==> src/rtl/ifu_fetch_pkg.sv <==
// Shared definitions for the instruction fetch unit: opcode field, WFI code
// and the fetch controller state encoding.
package ifu_fetch_pkg;

    localparam int OP_HI = 63;
    localparam int OP_LO = 56;
    localparam logic [OP_HI-OP_LO:0] WFI_OP_CODE = 8'hF3;

    typedef enum logic [1:0] {
        IFU_ST_IDLE  = 2'd0,
        IFU_ST_FETCH = 2'd1,
        IFU_ST_DRAIN = 2'd2,
        IFU_ST_DONE  = 2'd3
    } ifu_st_e;

    function automatic logic is_wfi(input logic [63:0] word);
        return word[OP_HI:OP_LO] == WFI_OP_CODE;
    endfunction

endpackage

==> src/rtl/ifu_fifo.sv <==
// Two-entry instruction queue; entry 0 is always the head. Flush wins over push.
module ifu_fifo (
    input  logic        clk,
    input  logic        rst,
    input  logic        push,
    input  logic        pop,
    input  logic        flush,
    input  logic [63:0] din,
    output logic [1:0]  count,
    output logic [63:0] head
);

    logic [63:0] e0;
    logic [63:0] e1;
    logic        do_pop;

    assign head   = e0;
    assign do_pop = pop && (count != 2'd0);

    always_ff @(posedge clk) begin
        if (rst) begin
            count <= 2'd0;
            e0    <= 64'd0;
            e1    <= 64'd0;
        end else if (flush) begin
            count <= 2'd0;
        end else begin
            case ({push, do_pop})
                2'b10: begin
                    if (count == 2'd0) e0 <= din;
                    else               e1 <= din;
                    count <= count + 2'd1;
                end
                2'b01: begin
                    e0    <= e1;
                    count <= count - 2'd1;
                end
                2'b11: begin
                    // occupancy unchanged; pop shifts the head before the new word lands
                    if (count == 2'd1) begin
                        e0 <= din;
                    end else begin
                        e0 <= e1;
                        e1 <= din;
                    end
                end
                default: ;
            endcase
        end
    end

endmodule

==> src/rtl/ifu_fetch.sv <==
// Instruction fetch unit: reads words from the synchronous SRAM into a small queue
// and hands them to the IDU until a WFI is transferred, then waits for it to retire.
module ifu_fetch
    import ifu_fetch_pkg::*;
#(
    parameter int IMEM_AW    = 10,
    parameter int FIFO_DEPTH = 2
) (
    input  logic               clk,
    input  logic               rst,
    input  logic               start,
    input  logic [IMEM_AW-1:0] start_pc,
    output logic               ifu_imem_req,
    output logic [IMEM_AW-1:0] ifu_imem_addr,
    input  logic [63:0]        imem_ifu_rdata,
    output logic               ifu_idu_vld,
    output logic [63:0]        ifu_idu_ins,
    input  logic               idu_ifu_rdy,
    input  logic               idu_ifu_wfi,
    output logic               ifu_busy,
    output logic               ifu_done
);

    ifu_st_e            state;
    ifu_st_e            state_nxt;
    logic [IMEM_AW-1:0] pc;
    logic               pend;
    logic               wfi_seen;
    logic [1:0]         count;
    logic [63:0]        head;
    logic               pop;
    logic               wfi_xfer;
    logic               req;
    logic [2:0]         need;
    logic [2:0]         room;

    ifu_fifo u_fifo (
        .clk   (clk),
        .rst   (rst),
        .push  (pend),
        .pop   (pop),
        .flush (wfi_xfer),
        .din   (imem_ifu_rdata),
        .count (count),
        .head  (head)
    );

    assign ifu_idu_vld = (count != 2'd0) && (state == IFU_ST_FETCH);
    assign ifu_idu_ins = head;
    assign pop         = ifu_idu_vld && idu_ifu_rdy;
    assign wfi_xfer    = pop && is_wfi(head);

    // A pop this cycle frees a slot, so requests resume the cycle the IDU is ready again.
    assign need = {1'b0, count} + {2'b00, pend};
    assign room = 3'(FIFO_DEPTH) + {2'b00, pop};
    assign req  = (state == IFU_ST_FETCH) && !wfi_xfer && (need < room);

    assign ifu_imem_req  = req;
    assign ifu_imem_addr = pc;
    assign ifu_busy      = (state != IFU_ST_IDLE);
    assign ifu_done      = (state == IFU_ST_DONE);

    always_comb begin
        state_nxt = state;
        case (state)
            IFU_ST_IDLE:  if (start) state_nxt = IFU_ST_FETCH;
            IFU_ST_FETCH: if (wfi_xfer) state_nxt = IFU_ST_DRAIN;
            IFU_ST_DRAIN: if (wfi_seen && !idu_ifu_wfi) state_nxt = IFU_ST_DONE;
            IFU_ST_DONE:  state_nxt = IFU_ST_IDLE;
            default:      state_nxt = IFU_ST_IDLE;
        endcase
    end

    always_ff @(posedge clk) begin
        if (rst) begin
            state    <= IFU_ST_IDLE;
            pc       <= '0;
            pend     <= 1'b0;
            wfi_seen <= 1'b0;
        end else begin
            state <= state_nxt;
            if ((state == IFU_ST_IDLE) && start) pc <= start_pc;
            else if (req)                        pc <= pc + 1'b1;
            // req is never raised in a WFI transfer cycle, so no stale read gets pushed
            pend <= req;
            if (state != IFU_ST_DRAIN) wfi_seen <= 1'b0;
            else if (idu_ifu_wfi)      wfi_seen <= 1'b1;
        end
    end

endmodule

==> config.mk <==
export PLATFORM = sky130hd
export DESIGN_NAME = ifu_fetch
export DESIGN_NICKNAME = d
export VERILOG_FILES = /design/src/rtl/ifu_fetch_pkg.sv /design/src/rtl/ifu_fifo.sv /design/src/rtl/ifu_fetch.sv
export SDC_FILE = /design/constraint.sdc
export NUM_CORES = 1
export LEC_CHECK = 0
export ABC_AREA = 0
export ABC_CLOCK_PERIOD_IN_PS = 2100
export CAP_MARGIN = 20
export CORE_UTILIZATION = 46
export DETAILED_ROUTE_END_ITERATION = 8
export MAX_ROUTING_LAYER = met4
export PLACE_DENSITY_LB_ADDON = 0.1
export SLEW_MARGIN = 20
export SYNTH_ARGS = -nofsm -noshare
export SYNTH_HDL_FRONTEND = slang
export SYNTH_SLANG_ARGS = --single-unit
==> constraint.sdc <==
create_clock -name clk -period 2.1 [get_ports clk]
set_input_delay 0.315 -clock clk [delete_from_list [all_inputs] [get_ports clk]]
set_output_delay 0.315 -clock clk [all_outputs]
set_load 0.01 [all_outputs]
Word level (Yosys, flattened, before mapping) --
Index checks and enable logic that the tools add are counted.
Word-level totals: register bits after elaboration 144, input port bits 79, output and inout bits 78, logic and storage cells 65
Operators by class: $add $sub $neg 5, $lt $le $gt $ge 1, eq/ne operators 15, mux-type cells 13, bitwise logic cells 1, reductions and logical operators 23
Operator list (number):
- 64-bit two-way mux | 4
- 64-bit case mux with 3 select lines | 1
- 64-bit case mux with 2 select lines | 1
- 10-bit two-way mux | 2
- 2-bit != test (second input constant) | 6
- 10-bit by 1-bit adder with 10-bit output (second input constant) | 1
- 2-bit nonzero test | 5
- 2-bit equality test (second input constant) | 4
- 8-bit equality test (second input constant) | 1
- 1-bit logical AND | 8
- 2-bit case mux with 4 select lines | 1
- 2-bit by 1-bit equality test with 1-bit output (second input constant) | 3
- 2-bit two-way mux | 3
- 3-bit AND reduction | 2
- 2-bit logical NOT | 2
- 2-bit case mux with 2 select lines | 1
- 4-bit AND reduction | 1
- 2-bit OR reduction | 2
- 2-bit by 1-bit adder with 3-bit output | 1
- 2-bit by 1-bit adder with 3-bit output (first input constant) | 1
- 3-bit less-than comparator | 1
- 3-bit nonzero test | 1
- 2-bit by 1-bit adder with 2-bit output (second input constant) | 1
- 1-bit logical NOT | 2
- other kinds (3) | 3

Logic depth before layout (Yosys ltp) --
Gate-level depths: netlist (run 1).
depth in word-level cells 9, mapped depth 8, gate-level depth less buffers 6

Modules after synthesis --
A second synthesis (run 1) with hierarchy kept.
Unflattened totals: cell total of the unflattened synthesis 769, area total of the unflattened synthesis 6364.9 um^2
By module, submodules not included:
- ifu_fifo | instances 1, cells an instance 662, area an instance 5408.9 um^2, sequential area each 2602.5 um^2
- ifu_fetch | instances 1, cells an instance 107, area an instance 955.9 um^2, sequential area each 280.3 um^2

Least setup slack after synthesis (run 1) --
No wires, ideal clock.
path kind flip-flop to flip-flop, from reg u_fifo.count[0], to reg pc[8] (netlist: ifu_imem_addr[8]), setup time 0.091 ns, arrival time 2.056 ns, required time 2.009 ns, setup slack -0.047 ns, cell stages (with the launch flop) 8, path buffers 1, period minus slack after synthesis 2.147 ns, cell sequence dfxtp_1 inv_1 ha_1 or3b_1 a21o_1 buf_6 or4_1 a311oi_1
Between the ends: cells in the longest elaborated chain, start to end 8, elaborated cells on any way between the ends 11, those cells by class 2 x add/sub; 1 x order compare; 8 x reduce/logical
RTL lines:
- from (decl) | line ifu_fifo.sv:9 | output logic [1:0] count,
- from (signal assigned) | line ifu_fifo.sv:32 | count <= count + 2'd1;
- from (signal assigned) | line ifu_fifo.sv:36 | count <= count - 2'd1;
- branches (longest 6 deep; another with 2-bit by 1-bit adder with 3-bit output)
- 1-bit logical AND * | line ifu_fetch.sv:56 | assign req = (state == IFU_ST_FETCH) && !wfi_xfer && (need < room);
- 2-bit nonzero test (no line) *
- to (signal assigned) | line ifu_fetch.sv:82 | if ((state == IFU_ST_IDLE) && start) pc <= start_pc;
- to (signal assigned) | line ifu_fetch.sv:83 | else if (req) pc <= pc + 1'b1;
- to (decl) | line ifu_fetch.sv:26 | logic [IMEM_AW-1:0] pc;
Mark *: on every way between the ends. A chain may end at the register's enable or synchronous reset.

Worst setup path in the final report (run 1) --
Same ends and word-level chain as after synthesis.

==> results_dict.tcl, run 1 <==
set metrics [dict create \
    yosysWarnings 0 \
    dr.pass1.iters 4 \
    grt_pass1_wl_mm 27.92 \
    critPathLaunchType "flop" \
    final_util_pct 65.11 \
    ctsLongestPathBuffers 2 \
    vias_per_cell 5.507 \
    synth_top_area_cell "dfxtp_1" \
    drc 0 \
    dp_cells 1011 \
    vias 5749 \
    fin_crit_ns 2.152 \
    drtIter0Drc 260 \
    min_path_cells 2 \
    finClkSkew_ns 0.01031 \
    setup.worst_path.end_class "flop" \
    grt_pass1_vias 5755 \
    seq_area_frac_synth_pct 42.26 \
    max_freq_mhz 464.8 \
    status "complete, but fails checks" \
    placed_area_mm2 0.008695 \
    fin_crit_sh_pct 102.5 \
    max_slew_margin_pct 53.55 \
    grt_antenna_before_repair 0 \
    rsz0062_at_grt "true" \
    synth_seq_cells 144 \
    finalHoldViolations 0 \
    holdWs_ns 0.4024 \
    start_util_pct 47.11 \
    synthesis.area_mm2 0.006822 \
    final_area_mm2 0.009427 \
    maxCapViolations 0 \
    cts_root_buf "clkbuf_16" \
    hpwl_mm 11.15 \
    worst-path-stages 7 \
    h-tree-depth 4 \
    violations "negative setup slack" \
    critPathKind "flop to flop" \
    rows 44 \
    vdd_drop_max_v 0.0006482 \
    reg2reg_depth 7 \
    n_antenna_cell 0 \
    multi_input_comb_area_mm2 0.003774 \
    synth_area_leaders "dfxtp_1 42%, mux2i_1 19%, nand2b_1 12%" \
    fill_cells 1135 \
    synthDistinctLibCells 44 \
    regArea_mm2 0.002890 \
    fin_ws_ns -0.05150 \
    cts_sinks 144 \
    drt_wl_total_mm 17.33 \
    async_flop_share_pct 0 \
    cellLeakagePower_uw 0.003670 \
    path_max_fanout 7 \
    synthFlopType "dfxtp_1" \
    setup_viol_count_final 5 \
    arrival_ns 2.48 \
    clk_pin_slew_ns 0.06 \
    power.density_mw_per_mm2 1035 \
    io_buffer_count 156 \
    avgSynthCellArea_um2 9.676 \
    layout.nets 936 \
    cts_setup_buffers 0 \
    ioPinCount 157 \
    die_h_um 123.8 \
    cts_tree "built" \
    crit_slowest_cell "or4_4" \
    yosys.area.top_type_share_pct 42.26 \
    critPathMaxStageDelay_ns 0.47 \
    netlist_instances 705 \
    die_x_um 123.8 \
    clk_latency_ns 0.43 \
    syn_to_final_growth_pct 38.19 \
    required_ns 2.43 \
    drive_gt1_share_pct 10.47 \
    track_usage_pct 24.17 \
    cp_cell_sequence "inv_2 -> ha_4 -> or3b_4 -> a21o_4 -> buf_6 -> or4_4 -> a311oi_2" \
    die_area_mm2 0.01532 \
    crit_family "simple AND/OR/NAND/NOR gates" \
    wire_per_inst_um 16.60 \
    gr-total-overflow 0 \
    cp_num_buf_inv 2 \
    core-area_mm2 0.01448 \
    finalNonFillerCells 1044 \
    numCtsBuffers 17 \
    syn_nets 794 \
    antenna_left 0 \
    synth_edf_count 0 \
    tightest_slew_ns 0.6951 \
    final_max_slew_viol_count 0 \
    hold_path_class "input port to flop" \
    grt_max_degree 78 \
    gp_congestion 0.8345 \
]
-- cells by family after synthesis --
group	Yosys count	share of synthesized area (%)
simple gates	253	21.68
flops	144	42.26
mux	129	18.93
compound gates	99	10.93
buf+inv	69	4.237
fa+ha+maj	10	1.834
xor+xnor	1	0.1284
-- power breakdown --
part	switching, uW	leakage, uW	internal (uW)
registers	333	0.00117	3200
logic	1430	0.00222	1650
clock network	1210	0.000281	1940
-- cell usage after synthesis (3+ instances only) --
library cell  number
a311oi_1           9
a21oi_1            4
dfxtp_1          144
o31ai_1            7
inv_1              6
buf_2             18
ha_1              10
o21ai_0            3
a211oi_1          67
nor2_1            13
and4b_1            3
clkbuf_1          43
nand2_1           10
nand3_1            4
nor3_1            68
or4_1              5
mux2i_1          129
nand2b_1         133
-- placed cells by master (no fill, tap or decap), types with 4 or more instances in the layout --
master,count
inv_1,5
buf_12,8
nand2b_1,133
nor2_1,12
clkdlybuf4s50_1,152
mux2i_1,129
ha_1,7
a211oi_1,67
clkbuf_16,17
nand3_1,4
clkinvlp_4,6
buf_6,4
buf_4,19
nand2_1,9
nor3_1,67
o31ai_1,6
a311oi_1,6
dfxtp_1,140
-- flip-flops by register name, summed over array words and instances, names as in the netlist --
name and cells:
ifu_imem_addr 10, pend 1, u_fifo.count 2, u_fifo.head 64
u_fifo.e1 64, wfi_seen 1, state 2
-- per-layer routing --
layer  GRT usage, %  routed length, um  vias to the layer above  part of all wire, %
met5              -                  0                        -                    0
met4          10.09                393                        0                  2.3
met3          5.540                927                       32                  5.4
met2          39.76               8397                      133                   48
met1          28.31               7609                     2770                   44
li1               -                  -                     2814                    -
-- per-stage QoR --
step / setup TNS [ns] / setup slack [ns] / total power, uW
after global placement: -2.525 / -0.3118 / 6482
final: -0.1349 / -0.05150 / 9753
after CTS: -0.2595 / -0.1013 / 9772
after global routing: -0.7172 / -0.1121 / 10250
after detailed placement: -3.151 / -0.3908 / 6572
after floorplan: 0 / 0.01857 / 5108
-- final timing paths --
kind	end	from	slack, ns
worst max-delay path	ifu_imem_addr[8]$_SDFFE_PP0P_	u_fifo.count[0]$_SDFFE_PP0P_	-0.05
worst min-delay path	u_fifo.count[0]$_SDFFE_PP0P_	rst	0.40
worst max register to register	ifu_imem_addr[8]$_SDFFE_PP0P_	u_fifo.count[0]$_SDFFE_PP0P_	-0.05
worst min register to register	u_fifo.e1[1]$_SDFFE_PP0P_	u_fifo.e1[1]$_SDFFE_PP0P_	0.47
-- layout make-up --
class	instances	share of cell area, %
clock buffers	20	4.845
flip-flops and latches	144	30.66
repair buffers	186	20.11
inverters	6	0.2389
multi-input cells	492	40.03
well taps	184	2.442
clock inverters	12	1.672
-- what timing repair did --
action	4_1_cts	5_1_grt
hold buffers	0	0
resized for setup	15	15
pin swaps	8	12
setup endpoints to repair	10	30
cloned	0	1
No activity file was read; power rests on OpenSTA's default activity.
==> run 2: changes to the inputs <==
Settings changed: ABC_CLOCK_PERIOD_IN_PS 2100 to default.
==> results of run 2 <==
No change in the layout: final DEF, timing and power equal those of run 1.
==> run 3: changes to the inputs <==
Settings changed: CAP_MARGIN 20 to default.
==> results of run 3 <==
No change in the layout: final DEF, timing and power equal those of run 1.
